$ cat config.mk
export PLATFORM = sky130hd
export DESIGN_NAME = mcu0_fetch_unit_flat
export DESIGN_NICKNAME = d
export VERILOG_FILES = /design/src/rtl/mcu0_pkg.sv /design/src/rtl/mcu0_fetch_unit_if.sv /design/src/rtl/mcu0_ifq.sv /design/src/rtl/mcu0_fetch_unit.sv /design/src/flat_wrapper.sv
export SDC_FILE = /design/constraint.sdc
export NUM_CORES = 1
export LEC_CHECK = 0
export ABC_AREA = 1
export CAP_MARGIN = 25
export CELL_PAD_IN_SITES_DETAIL_PLACEMENT = 1
export CELL_PAD_IN_SITES_GLOBAL_PLACEMENT = 1
export CORE_ASPECT_RATIO = 0.7
export CORE_UTILIZATION = 42
export CTS_BUF_LIST = sky130_fd_sc_hd__clkbuf_4 sky130_fd_sc_hd__clkbuf_8
export DETAILED_ROUTE_END_ITERATION = 10
export PLACE_DENSITY_LB_ADDON = 0.1
export SYNTH_ARGS = -nofsm -noshare
export SYNTH_HDL_FRONTEND = slang
export SYNTH_HIERARCHICAL = 1
export SYNTH_SLANG_ARGS = --single-unit
export TNS_END_PERCENT = 1
$ cat constraint.sdc
create_clock -name clock -period 2.9 [get_ports clock]
set_input_delay 0.58 -clock clock [delete_from_list [all_inputs] [get_ports clock]]
set_output_delay 0.58 -clock clock [all_outputs]
set_load 0.02 [all_outputs]
$ cat src/rtl/mcu0_pkg.sv
// rtl/mcu0_pkg.sv - shared types and constants for the mcu0 accumulator CPU
package mcu0_pkg;

  // Fetch sequencer states: idle, waiting for high byte, waiting for low byte
  typedef enum logic [1:0] {
    ST_IDLE  = 2'd0,
    ST_RD_HI = 2'd1,
    ST_RD_LO = 2'd2
  } fetch_state_e;

  // Opcodes carried in ir[15:12]
  localparam logic [3:0] OP_LD  = 4'd0;
  localparam logic [3:0] OP_ADD = 4'd1;
  localparam logic [3:0] OP_JMP = 4'd2;
  localparam logic [3:0] OP_ST  = 4'd3;
  localparam logic [3:0] OP_CMP = 4'd4;
  localparam logic [3:0] OP_JEQ = 4'd5;

  // Opcode field of an instruction word
  function automatic logic [3:0] ir_op(input logic [15:0] ir);
    return ir[15:12];
  endfunction

  // 12-bit constant/address field of an instruction word
  function automatic logic [11:0] ir_c(input logic [15:0] ir);
    return ir[11:0];
  endfunction

endpackage

$ cat src/rtl/mcu0_fetch_unit_if.sv
// rtl/mcu0_fetch_unit_if.sv - memory, instruction and redirect signals of the fetch unit
interface mcu0_fetch_unit_if #(parameter int AW = 12);
  logic          mem_rd;
  logic [AW-1:0] mem_addr;
  logic [7:0]    mem_rdata;
  logic          mem_ack;
  logic          ir_valid;
  logic          ir_ready;
  logic [15:0]   ir_data;
  logic [AW-1:0] ir_pc;
  logic          redirect;
  logic [AW-1:0] redirect_pc;

  // Fetch unit side
  modport master (
    output mem_rd, mem_addr, ir_valid, ir_data, ir_pc,
    input  mem_rdata, mem_ack, ir_ready, redirect, redirect_pc
  );

  // Memory / decode-execute side
  modport slave (
    input  mem_rd, mem_addr, ir_valid, ir_data, ir_pc,
    output mem_rdata, mem_ack, ir_ready, redirect, redirect_pc
  );
endinterface

$ cat src/rtl/mcu0_ifq.sv
// rtl/mcu0_ifq.sv - small shift-register FIFO of {pc,ir} with registered head
module mcu0_ifq #(
  parameter int W     = 28,
  parameter int DEPTH = 2,
  parameter int CW    = $clog2(DEPTH + 1)
) (
  input  logic          clock,
  input  logic          reset,
  input  logic          push,
  input  logic          pop,
  input  logic          flush,
  input  logic [W-1:0]  din,
  output logic          full,
  output logic          empty,
  output logic [CW-1:0] count,
  output logic [W-1:0]  head
);

  logic [W-1:0]  data_q [DEPTH];
  logic [W-1:0]  data_d [DEPTH];
  logic [CW-1:0] count_q, count_d;
  logic          do_pop, do_push;
  logic [CW-1:0] wr_idx;

  assign empty   = (count_q == '0);
  assign full    = (count_q == CW'(DEPTH));
  assign count   = count_q;
  assign head    = data_q[0];
  assign do_pop  = pop & ~empty;
  assign do_push = push & (~full | do_pop);
  // Slot index after the pop shift has happened
  assign wr_idx  = count_q - CW'(do_pop);

  // Next-state: shift on pop, write behind the last live entry on push; flush wins
  always_comb begin
    count_d = count_q;
    for (int i = 0; i < DEPTH; i++) data_d[i] = data_q[i];
    if (flush) begin
      count_d = '0;
    end else begin
      if (do_pop) begin
        for (int i = 0; i < DEPTH - 1; i++) data_d[i] = data_q[i + 1];
      end
      if (do_push) begin
        for (int i = 0; i < DEPTH; i++) begin
          if (CW'(i) == wr_idx) data_d[i] = din;
        end
      end
      count_d = count_q + CW'(do_push) - CW'(do_pop);
    end
  end

  // Storage and occupancy registers
  always_ff @(posedge clock or posedge reset) begin
    if (reset) begin
      count_q <= '0;
      for (int i = 0; i < DEPTH; i++) data_q[i] <= '0;
    end else begin
      count_q <= count_d;
      for (int i = 0; i < DEPTH; i++) data_q[i] <= data_d[i];
    end
  end

endmodule

$ cat src/rtl/mcu0_fetch_unit.sv
// rtl/mcu0_fetch_unit.sv - byte-wide instruction fetch sequencer feeding decode/execute
module mcu0_fetch_unit
  import mcu0_pkg::*;
#(
  parameter int            AW       = 12,
  parameter int            DEPTH    = 2,
  parameter logic [AW-1:0] RESET_PC = '0
) (
  input logic              clock,
  input logic              reset,
  mcu0_fetch_unit_if.master bus
);

  localparam int CW = $clog2(DEPTH + 1);

  fetch_state_e  state_q;
  logic [AW-1:0] fpc_q;
  logic [7:0]    hi_q;
  logic          mem_rd_q;
  logic [AW-1:0] mem_addr_q;

  logic          ack, push, pop;
  logic          q_full, q_empty;
  logic [CW-1:0] q_count;
  logic [CW:0]   post_cnt;
  logic [AW+15:0] q_head;

  // An ack only counts while a read is actually outstanding
  assign ack  = bus.mem_ack & mem_rd_q;
  assign pop  = bus.ir_ready & ~q_empty;
  assign push = (state_q == ST_RD_LO) & ack;
  // Occupancy after this cycle's push, accounting for a simultaneous pop
  assign post_cnt = {1'b0, q_count} + (CW+1)'(1) - (CW+1)'(pop);

  assign bus.mem_rd   = mem_rd_q;
  assign bus.mem_addr = mem_addr_q;
  assign bus.ir_valid = ~q_empty;
  assign bus.ir_pc    = q_head[AW+15:16];
  assign bus.ir_data  = q_head[15:0];

  mcu0_ifq #(
    .W     (AW + 16),
    .DEPTH (DEPTH),
    .CW    (CW)
  ) u_ifq (
    .clock (clock),
    .reset (reset),
    .push  (push),
    .pop   (pop),
    .flush (bus.redirect),
    .din   ({fpc_q, hi_q, bus.mem_rdata}),
    .full  (q_full),
    .empty (q_empty),
    .count (q_count),
    .head  (q_head)
  );

  // Fetch FSM: redirect restarts from IDLE; two byte reads per instruction
  always_ff @(posedge clock or posedge reset) begin
    if (reset) begin
      state_q    <= ST_IDLE;
      fpc_q      <= RESET_PC;
      hi_q       <= '0;
      mem_rd_q   <= 1'b0;
      mem_addr_q <= RESET_PC;
    end else if (bus.redirect) begin
      state_q    <= ST_IDLE;
      fpc_q      <= {bus.redirect_pc[AW-1:1], 1'b0};
      mem_rd_q   <= 1'b0;
      mem_addr_q <= {bus.redirect_pc[AW-1:1], 1'b0};
    end else begin
      case (state_q)
        ST_IDLE: begin
          if (q_count < CW'(DEPTH)) begin
            state_q    <= ST_RD_HI;
            mem_rd_q   <= 1'b1;
            mem_addr_q <= fpc_q;
          end
        end
        ST_RD_HI: begin
          if (ack) begin
            hi_q       <= bus.mem_rdata;
            state_q    <= ST_RD_LO;
            mem_addr_q <= fpc_q + AW'(1);
          end
        end
        ST_RD_LO: begin
          if (ack) begin
            fpc_q      <= fpc_q + AW'(2);
            mem_addr_q <= fpc_q + AW'(2);
            if (post_cnt < (CW+1)'(DEPTH)) begin
              state_q <= ST_RD_HI;
            end else begin
              state_q  <= ST_IDLE;
              mem_rd_q <= 1'b0;
            end
          end
        end
        default: begin
          state_q  <= ST_IDLE;
          mem_rd_q <= 1'b0;
        end
      endcase
    end
  end

  // q_full is implied by q_count; kept on the FIFO for other users
  logic unused_full;
  assign unused_full = q_full;

endmodule

$ cat src/flat_wrapper.sv
// flat-port wrapper written by rule: the top's interface ports become plain ports
module mcu0_fetch_unit_flat import mcu0_pkg::*;
#(
  parameter int            AW       = 12,
  parameter int            DEPTH    = 2,
  parameter logic [AW-1:0] RESET_PC = '0
)
  (clock, reset, bus_mem_rd, bus_mem_addr, bus_ir_valid, bus_ir_data, bus_ir_pc, bus_mem_rdata, bus_mem_ack, bus_ir_ready, bus_redirect, bus_redirect_pc);
  mcu0_fetch_unit_if #(.AW(AW)) bus_i ();
  input logic clock;
  input logic reset;
  output wire logic [$bits(bus_i.mem_rd)-1:0] bus_mem_rd;
  output wire logic [$bits(bus_i.mem_addr)-1:0] bus_mem_addr;
  output wire logic [$bits(bus_i.ir_valid)-1:0] bus_ir_valid;
  output wire logic [$bits(bus_i.ir_data)-1:0] bus_ir_data;
  output wire logic [$bits(bus_i.ir_pc)-1:0] bus_ir_pc;
  input wire logic [$bits(bus_i.mem_rdata)-1:0] bus_mem_rdata;
  input wire logic [$bits(bus_i.mem_ack)-1:0] bus_mem_ack;
  input wire logic [$bits(bus_i.ir_ready)-1:0] bus_ir_ready;
  input wire logic [$bits(bus_i.redirect)-1:0] bus_redirect;
  input wire logic [$bits(bus_i.redirect_pc)-1:0] bus_redirect_pc;
  assign bus_mem_rd = bus_i.mem_rd;
  assign bus_mem_addr = bus_i.mem_addr;
  assign bus_ir_valid = bus_i.ir_valid;
  assign bus_ir_data = bus_i.ir_data;
  assign bus_ir_pc = bus_i.ir_pc;
  assign bus_i.mem_rdata = bus_mem_rdata;
  assign bus_i.mem_ack = bus_mem_ack;
  assign bus_i.ir_ready = bus_ir_ready;
  assign bus_i.redirect = bus_redirect;
  assign bus_i.redirect_pc = bus_redirect_pc;
  mcu0_fetch_unit #(.AW(AW), .DEPTH(DEPTH), .RESET_PC(RESET_PC)) u_core (.clock(clock), .reset(reset), .bus(bus_i));
endmodule
==> results of run 1 <==
## layout make-up
type | instances | share of cell area [%]
Inverter | 98 | 5.87
Timing Repair Buffer | 79 | 12.2
Clock buffer | 12 | 2.64
Tap cell | 162 | 3.24
Sequential cell | 92 | 36.8
Multi-Input combinational cell | 480 | 38.2
Clock inverter | 3 | 1.10
## power by group through the flow
| stage | Clock (µW) | Sequential, µW | Combinational [µW] |
|---|---|---|---|
| detailed placement | 0 | 2000 | 2370 |
| global route | 1110 | 2030 | 2630 |
| CTS | 1050 | 1970 | 2390 |
| global placement | 0 | 1970 | 2290 |
| finish | 1030 | 1970 | 2370 |
| floorplan | 0 | 2000 | 1670 |
## per-layer routing
metal	global-route usage (%)	wire length, µm
met3	3.84	476
met4	6.14	111
met2	40.3	7130
met5	0	0
met1	35.7	8070
## final timing paths
kind | startpoint | endpoint | slack, ns | depth (start not counted)
max | u_core/u_ifq/count[1]$_DFF_PP0_ | u_core/u_ifq/head[9]$_DFFE_PP0N_ | 0.40 | 15
max in group asynchronous | reset | u_core/u_ifq/head[26]$_DFFE_PP0N_ | 1.72 | 3
min in group asynchronous | reset | u_core/u_ifq/head[5]$_DFFE_PP0N_ | 0.58 | 2
min | u_core/u_ifq/data_q[10]$_DFFE_PP0P_ | u_core/u_ifq/data_q[10]$_DFFE_PP0P_ | 0.49 | 2
min reg2reg | u_core/u_ifq/data_q[10]$_DFFE_PP0P_ | u_core/u_ifq/data_q[10]$_DFFE_PP0P_ | 0.49 | 2
max reg2reg | u_core/u_ifq/count[1]$_DFF_PP0_ | u_core/u_ifq/head[9]$_DFFE_PP0N_ | 0.40 | 15
## state kept, by name, summed over array words and instances, names as in the netlist
signal and flops:
u_core/u_ifq/data_q 28, u_core/u_ifq/head 28, u_core/bus.mem_addr 12, u_core/fpc_q 11, u_core/hi_q 8, u_core/state_q 2
u_core/u_ifq/count 2, u_core/bus.mem_rd 1
## through the flow
| stage | instances | utilization, % | hold slack, ns | setup slack, ns |
|---|---|---|---|---|
| detailed placement | 911 | 47.8 | 0.470 | 0.0626 |
| global placement | 911 | 47.8 | 0.464 | 0.189 |
| CTS | 926 | 49.7 | 0.493 | 0.247 |
| global route | 926 | 49.7 | 0.519 | 0.168 |
| floorplan | 733 | - | 0.454 | 0.586 |
| finish | 926 | 49.7 | 0.495 | 0.396 |
## worst reg2reg max path: stages, from the launching register on
cell	delay, ns
dfrtp_1	0.60
inv_2	0.08
nand2_1	0.09
inv_1	0.11
nor2_2	0.18
o21ai_2	0.09
inv_2	0.08
ha_1	0.16
inv_1	0.05
nand2_1	0.07
nand2_2	0.07
nor2_2	0.19
buf_4	0.32
nand3_1	0.12
nand3_1	0.11
nand2_1	0.07
==> results.sh, run 1 <==
export IMPL_outcome="finished with violations"
export IMPL_violations="design-rule violations"
export IMPL_rsz0062_at_grt="false"
export IMPL_grt_total_usage_pct=25.2
export IMPL_seq_power_share_pct=36.7
export IMPL_postCtsSetupBuffers=0
export IMPL_holdCritPathClass="flop to flop"
export IMPL_fin_worst_skew_ns=0.0166
export IMPL_combPwrFrac_pct=44.2
export IMPL_fin_crit_sh_pct=86.3
export IMPL_criticalPathCategory="flop to flop"
export IMPL_viasPerCell=5.12
export IMPL_powerDensity_nw_per_um2=858
export IMPL_slowest_stage="dfrtp_1"
export IMPL_path_cells="inv_2 -> nand2_1 -> inv_1 -> nor2_2 -> o21ai_2 -> inv_2 -> ha_1 -> inv_1 -> nand2_1 -> nand2_2 -> nor2_2 -> buf_4 -> nand3_1 -> nand3_1 -> nand2_1"
export IMPL_crit_fanout=21
export IMPL_critPathTopFamily="simple AND/OR/NAND/NOR gates"
export IMPL_place_congestion=0.892
export IMPL_required_ns=3.16
export IMPL_initialDrtViolationCount=240
export IMPL_end_kind="flop"
export IMPL_report_final_hold_viol_count=0
export IMPL_die_w_um=139
export IMPL_drv_slew=0
export IMPL_ctsResizeCount=0
export IMPL_path_buf_inv=5
export IMPL_die_h_um=97.6
export IMPL_synth_area_um2=5480
export IMPL_synth_avg_cell_area_um2=7.48
export IMPL_postCtsHoldBufs=0
export IMPL_report_final_setup_viol=0
export IMPL_wire_per_inst_um=17.0
export IMPL_place_area_um2=6020
export IMPL_grt_pass1_vias=5064
export IMPL_die_area_um2=13500
export IMPL_vias=4743
export IMPL_switchingPower_uw=2180
export IMPL_start_util_pct=43.5
export IMPL_portBuffers=65
export IMPL_nFillCells=1542
export IMPL_multi_input_area_um2=2390
export IMPL_boundaryPins=67
export IMPL_antenna_found_initial=0
export IMPL_clkTransAtPathRegs_ns=0.09
export IMPL_synthCells=733
export IMPL_rows=34
export IMPL_cts_sinks=92
export IMPL_timing_fmax_mhz=399
export IMPL_cap_violations=0
export IMPL_cpMostUsedCell="nand2_1"
export IMPL_register_area_um2=2300
export IMPL_ir_drop_mv=0.398
export IMPL_yosysWarnings=6
export IMPL_cts_buffer_depth=2
export IMPL_cts_tree="done"
export IMPL_total_power_uw=5380
export IMPL_core_um2=12600
export IMPL_antenna_left=0
export IMPL_critPathLaunchType="flop"
export IMPL_grt_pass1_wl_mm=26.6
export IMPL_numCtsBuffers=9
export IMPL_nNetsFinal=793
export IMPL_p_sw_share_pct=40.6
export IMPL_antenna_cells=0
export IMPL_grt_start_max_net_pins=42
export IMPL_cts_htree_levels=3
export IMPL_setup_tns_ns=0
export IMPL_drt_first_pass_iters=7
export IMPL_drive_above_1_share_pct=11.0
export IMPL_cts_root_buf="clkbuf_8"
export IMPL_drt_wl_total_mm=15.8
export IMPL_cp_slowest_stage_delay_ns=0.60
export IMPL_p_int_uw=3190
export IMPL_synth_nets=766
export IMPL_hpwl_mm=11.0
export IMPL_drcViolationCount=4
export IMPL_clockPowerShare_pct=19.2
export IMPL_final_area_um2=6260
export IMPL_period_needed_ns=2.50
export IMPL_grt_ovfl_total=0
export IMPL_area_delta_synth_final_pct=14.2
export IMPL_worst_skew_pair_late_latency_ns=0.37
export IMPL_final_cell_mix="nand2_1, nand3_1, inv_1, dfrtp_1, clkdlybuf4s50_1"
export IMPL_critical_path_arrival_ns=2.76
export IMPL_leakage_uw=0.00323
export IMPL_final_common_cell="nand2_1"
Note: power is estimated with default switching activity, not from simulation.
==> run 2: changes to the inputs <==
Settings changed: SLEW_MARGIN from default to 15, SYNTH_HIERARCHICAL 1 to default.
==> run 2 against run 1 <==
  * Critical endpoint is now u_core.u_ifq.head[22]$_DFFE_PP0N_
  * Clock power shrank 13%
  * Worst setup slack gained 0.041 ns
  * Via count shrank 21%
  * Sequential share of layout area grew 5.0 points
  * Highest routed layer unchanged
  * Die area shrank 15%
  * Area after synthesis shrank 15%
  * The run now ends clean
  * Synthesized cell count shrank 22%
  * Total power shrank 14%
  * Register-to-register slack gained 0.08 ns
  * Utilization grew 2.0 points
  * Routed wire length shrank 27%
==> results.sh, run 2 <==
export IMPL_outcome="finished, final reports clean"
export IMPL_setup_tns_ns=0
export IMPL_grt_ovfl_total=0
export IMPL_period_needed_ns=2.46
export IMPL_wire_per_inst_um=15.2
export IMPL_grt_start_max_net_pins=55
export IMPL_start_util_pct=44.2
export IMPL_p_sw_share_pct=39.3
export IMPL_grt_pass1_wl_mm=19.9
export IMPL_fin_worst_skew_ns=0.00433
export IMPL_cts_htree_levels=3
export IMPL_synthCells=569
export IMPL_cts_buffer_depth=2
export IMPL_yosys_area_top_type="dfrtp_1"
export IMPL_seq_power_share_pct=40.1
export IMPL_synth_nets=603
export IMPL_hpwl_mm=8.30
export IMPL_die_w_um=128
export IMPL_powerDensity_nw_per_um2=846
export IMPL_drcViolationCount=0
export IMPL_holdCritPathClass="flop to flop"
export IMPL_synth_edf_count=0
export IMPL_grt_total_usage_pct=22.1
export IMPL_place_congestion=0.803
export IMPL_total_power_uw=4610
export IMPL_numCtsBuffers=9
export IMPL_antenna_found_initial=0
export IMPL_criticalPathCategory="input port to flop"
export IMPL_leakage_uw=0.00264
export IMPL_yosysTopAreaCellShare_pct=48.8
export IMPL_grt_met2_usage_pct=35.2
export IMPL_synth_area_um2=4660
export IMPL_postCtsSetupBuffers=0
export IMPL_synthArstFlopShare_pct=100
export IMPL_required_ns=3.13
export IMPL_synth_avg_cell_area_um2=8.20
export IMPL_synth_distinct_cells=32
export IMPL_clkTransAtPathRegs_ns=0.09
export IMPL_largest_register_ffs=28
export IMPL_synth_common_cells="nand2_1, dfrtp_1, inv_1, o21ai_0, nor2_1"
export IMPL_final_cell_mix="nand2_1, dfrtp_1, inv_1, o21ai_0, clkdlybuf4s50_1"
export IMPL_report_final_hold_viol_count=0
export IMPL_register_area_um2=2280
export IMPL_switchingPower_uw=1810
export IMPL_die_area_um2=11500
export IMPL_nNetsFinal=637
export IMPL_nFillCells=1290
export IMPL_rsz0062_at_grt="false"
export IMPL_postCtsHoldBufs=0
export IMPL_grt_busiest_layer="met2"
export IMPL_final_common_cell="nand2_1"
export IMPL_viasPerCell=4.94
export IMPL_clockPowerShare_pct=19.4
export IMPL_fin_crit_sh_pct=85.0
export IMPL_critical_path_arrival_ns=2.70
export IMPL_drt_first_pass_iters=4
export IMPL_ys_ff_latch=91
export IMPL_cap_violations=0
export IMPL_die_h_um=90.2
export IMPL_yosysMostFrequentCell="nand2_1"
export IMPL_multi_input_area_um2=1760
export IMPL_crit_fanout=53
export IMPL_gr_usage_met1_pct=30.2
export IMPL_grt_pass1_vias=4070
export IMPL_seq_area_frac_synth_pct=48.8
export IMPL_end_kind="flop"
export IMPL_p_int_uw=2800
export IMPL_portBuffers=65
export IMPL_tightest_slew_ns=0.704
export IMPL_drv_slew=0
export IMPL_worst_skew_pair_late_latency_ns=0.37
export IMPL_vias=3732
export IMPL_cts_sinks=91
export IMPL_critPathLaunchType="input port"
export IMPL_maxSlewHeadroom_pct=53.0
export IMPL_rows=31
export IMPL_cts_root_buf="clkbuf_8"
export IMPL_combPwrFrac_pct=40.5
export IMPL_boundaryPins=67
export IMPL_ir_drop_mv=0.365
export IMPL_antenna_left=0
export IMPL_initialDrtViolationCount=158
export IMPL_core_um2=10600
export IMPL_fin_util_pct=51.7
export IMPL_ctsResizeCount=0
export IMPL_report_final_setup_viol=0
export IMPL_timing_fmax_mhz=406
export IMPL_area_delta_synth_final_pct=16.9
export IMPL_antenna_cells=0
export IMPL_synth_area_leaders="dfrtp_1, nand2_1, o21ai_0"
export IMPL_drive_above_1_share_pct=6.41
export IMPL_yosysWarnings=0
export IMPL_drt_wl_total_mm=11.5
export IMPL_yosys_most_used_dff="dfrtp_1"
export IMPL_cts_tree="done"
export IMPL_use_met3_pct=4.70
==> run 2: power groups by stage <==
| stage | Combinational, µW | Clock [µW] | Sequential [µW] |
|---|---|---|---|
| 2_1_floorplan | 1250 | 0 | 1920 |
| 3_3_place_gp | 1800 | 0 | 1860 |
| 3_5_place_dp | 1870 | 0 | 1880 |
| 4_1_cts | 1890 | 926 | 1860 |
| 5_1_grt | 2080 | 964 | 1900 |
| 6_report | 1870 | 893 | 1850 |
==> run 2: critical path, cell delays in order <==
cell and delay, ns:
clkdlybuf4s50_1 0.45, nand2_1 0.19, inv_1 0.09, ha_1 0.19
xor2_1 0.15, nor2_2 0.19, nand2_4 0.16, nand2_4 0.10
nand2_4 0.29, nand2_1 0.16, o21ai_0 0.10
==> run 2: routing by layer <==
metal	vias up	wire, µm
met5	-	0
met4	0	149
met3	12	326
met2	50	5290
met1	1822	5730
li1	1848	-
==> run 2: final timing paths <==
check                      cells after the start                                from  slack [ns]                                 end
min                                            2  u_core.bus.mem_addr[2]$_DFFE_PP0P_        0.50  u_core.bus.mem_addr[2]$_DFFE_PP0P_
max                                           11                        bus_ir_ready        0.44   u_core.u_ifq.head[22]$_DFFE_PP0N_
min in group asynchronous                      2                               reset        0.65    u_core.u_ifq.head[5]$_DFFE_PP0N_
min reg2reg                                    2  u_core.bus.mem_addr[2]$_DFFE_PP0P_        0.50  u_core.bus.mem_addr[2]$_DFFE_PP0P_
max reg2reg                                   12     u_core.u_ifq.count[1]$_DFF_PP0_        0.48   u_core.u_ifq.head[22]$_DFFE_PP0N_
max in group asynchronous                      3                               reset        1.65  u_core.u_ifq.data_q[6]$_DFFE_PP0P_
==> run 2: area by class of cell <==
cell class	instances	area share [%]
clock inverter	5	0.964
multi-input combinational	357	32.3
tap	148	3.40
timing repair buffer	73	14.0
inverter	71	4.96
clock buffer	11	2.66
sequential	91	41.8
==> run 2: metrics by stage <==
stage	hold slack (ns)	instance area, µm²	setup slack [ns]	cells
global route	0.522	5450	0.242	756
floorplan	0.453	4670	0.851	569
detailed placement	0.476	5260	0.0304	740
finish	0.496	5450	0.436	756
global placement	0.465	5260	0.133	740
CTS	0.501	5450	0.448	756
==> run 2: kinds of logic (layout without fill, tap and decap cells) <==
logic type,count (synthesis),in the layout,synth area share (%)
and+or+nand+nor,211,211,18.6
AOI/OAI and AO/OA,129,129,15.2
buffers and inverters,121,160,13.4
DFF,91,91,48.8
adders and majority gates,9,9,2.41
xor gates and xnor gates,8,8,1.50
==> run 3: changes to the inputs <==
Settings changed: CORE_UTILIZATION 42 to 38.
Clock period 2.9 ns to 2.2 ns, I/O delays scaled along.
==> run 3 against run 2 <==
  * Critical endpoint is now u_core.u_ifq.head[10]$_DFFE_PP0N_
  * Worst setup slack got worse by 0.26 ns
  * Total power up 32%
  * Routed wire length down 1.6%
  * Die area increased by 10%
==> results.sh, run 3 (synthesis results as in run 2) <==
export IMPL_boundaryPins=67
export IMPL_grt_ovfl_total=0
export IMPL_r2r_start="u_core.state_q[0]$_DFFE_PP0P_"
export IMPL_nFillCells=1418
export IMPL_cts_htree_levels=3
export IMPL_rsz0062_at_grt="false"
export IMPL_start_util_pct=39.4
export IMPL_initialDrtViolationCount=136
export IMPL_postCtsSetupBuffers=0
export IMPL_cts_sinks=91
export IMPL_powerDensity_nw_per_um2=1090
export IMPL_clkTransAtPathRegs_ns=0.09
export IMPL_critical_path_arrival_ns=2.27
export IMPL_outcome="finished, final reports clean"
export IMPL_hpwl_mm=8.37
export IMPL_ir_drop_mv=0.436
export IMPL_crit_fanout=35
export IMPL_criticalPathCategory="flop to flop"
export IMPL_drive_above_1_share_pct=8.23
export IMPL_fin_worst_skew_ns=0.00584
export IMPL_leakage_uw=0.00272
export IMPL_core_um2=11900
export IMPL_crit_start="u_core.state_q[0]$_DFFE_PP0P_"
export IMPL_viasPerCell=4.82
export IMPL_end_kind="flop"
export IMPL_drt_first_pass_iters=4
export IMPL_cap_violations=0
export IMPL_antenna_left=0
export IMPL_postCtsHoldBufs=0
export IMPL_place_congestion=0.829
export IMPL_ctsResizeCount=0
export IMPL_critPathLaunchType="flop"
export IMPL_drcViolationCount=0
export IMPL_worst_skew_pair_late_latency_ns=0.36
export IMPL_cts_tree="done"
export IMPL_nNetsFinal=651
export IMPL_fin_hold_ws_ns=0.486
export IMPL_holdCritPathClass="flop to flop"
export IMPL_final_cell_mix="nand2_1, dfrtp_1, inv_1, o21ai_0, clkdlybuf4s50_1"
export IMPL_portBuffers=65
export IMPL_numCtsBuffers=9
export IMPL_hp_start="u_core.u_ifq.head[24]$_DFFE_PP0N_"
export IMPL_grt_total_usage_pct=19.5
export IMPL_die_area_um2=12700
export IMPL_grt_start_max_net_pins=64
export IMPL_die_h_um=94.7
export IMPL_report_final_setup_viol=0
export IMPL_fin_crit_sh_pct=92.2
export IMPL_antenna_found_initial=0
export IMPL_rows=33
export IMPL_cts_root_buf="clkbuf_8"
export IMPL_drv_slew=0
export IMPL_fin_util_pct=47.1
export IMPL_maxSlewHeadroom_pct=72.5
export IMPL_cts_buffer_depth=2
export IMPL_required_ns=2.44
export IMPL_rrSetupSlack_ns=0.17
export IMPL_wire_per_inst_um=14.6
export IMPL_die_w_um=134
export IMPL_report_final_hold_viol_count=0
export IMPL_vias=3747
export IMPL_final_common_cell="nand2_1"
export IMPL_area_delta_synth_final_pct=19.7
export IMPL_timing_fmax_mhz=493
export IMPL_grt_pass1_vias=3845
export IMPL_grt_pass1_wl_mm=19.3
export IMPL_largest_register_ffs=28
export IMPL_drt_wl_total_mm=11.3
export IMPL_period_needed_ns=2.03
export IMPL_antenna_cells=0
export IMPL_tightest_slew_ns=0.411
-- run 3: cell count changes in the layout (fill, tap and decap cells not counted), sizes merged --
cell,delta
bufinv,-1
buf,+14
clkinv,-3
clkbuf,+2
-- run 3: critical path: stages (launching register included) --
cell and delay (ns):
dfrtp_1 0.43, inv_1 0.11, ha_1 0.26, inv_1 0.12, nor2_4 0.14, nand2_2 0.08, nor2_2 0.14, nand2_4 0.11
buf_12 0.18, o21ai_0 0.25, o21ai_1 0.09
-- run 3: per-stage QoR --
stage	worst slack, ns	setup TNS [ns]	cell area (µm²)	total power, µW	cells
global placement	-0.0515	-0.132	5400	4940	763
finish	0.172	0	5580	6100	777
detailed placement	-0.111	-0.913	5400	5050	763
global route	0.0127	0	5580	6560	777
CTS	0.170	0	5580	6200	777
floorplan	0.151	0	4670	4170	569
-- run 3: worst paths after layout --
| path | end | cells past startpoint |
|---|---|---|
| worst max-delay path | u_core.u_ifq.head[10]$_DFFE_PP0N_ | 10 |
| worst min-delay path | u_core.u_ifq.head[24]$_DFFE_PP0N_ | 2 |
| worst max register to register | u_core.u_ifq.head[10]$_DFFE_PP0N_ | 10 |
| worst min register to register | u_core.u_ifq.head[24]$_DFFE_PP0N_ | 2 |
| max in group asynchronous | u_core.bus.mem_addr[11]$_DFFE_PP0P_ | 3 |
| min in group asynchronous | u_core.u_ifq.data_q[7]$_DFFE_PP0P_ | 3 |
-- run 3: power by group --
group          total (µW)  internal, µW  switching [µW]  leakage [µW]
clock                1110           524             584     0.0000936
sequential           2430          2130             297       0.00115
combinational        2560          1090            1470       0.00147
-- run 3: layer usage --
layer,share of wire [%],vias to the layer above,track usage [%],routed length [µm]
met5,0,-,0,0
met4,0.88,0,5.15,99
met3,2.7,8,3.86,303
met2,46,58,31.5,5260
met1,50,1804,27.0,5650
li1,-,1877,-,-
-- run 3: final cells by class --
| class | instances | area, µm² | share of cell area, % |
|---|---|---|---|
| inverters | 71 | 270 | 4.84 |
| flip-flops and latches | 91 | 2280 | 40.8 |
| well taps | 157 | 196 | 3.52 |
| clock inverters | 1 | 7.51 | 0.134 |
| repair buffers | 87 | 891 | 16.0 |
| multi-input cells | 357 | 1760 | 31.6 |
| clock buffers | 13 | 179 | 3.20 |
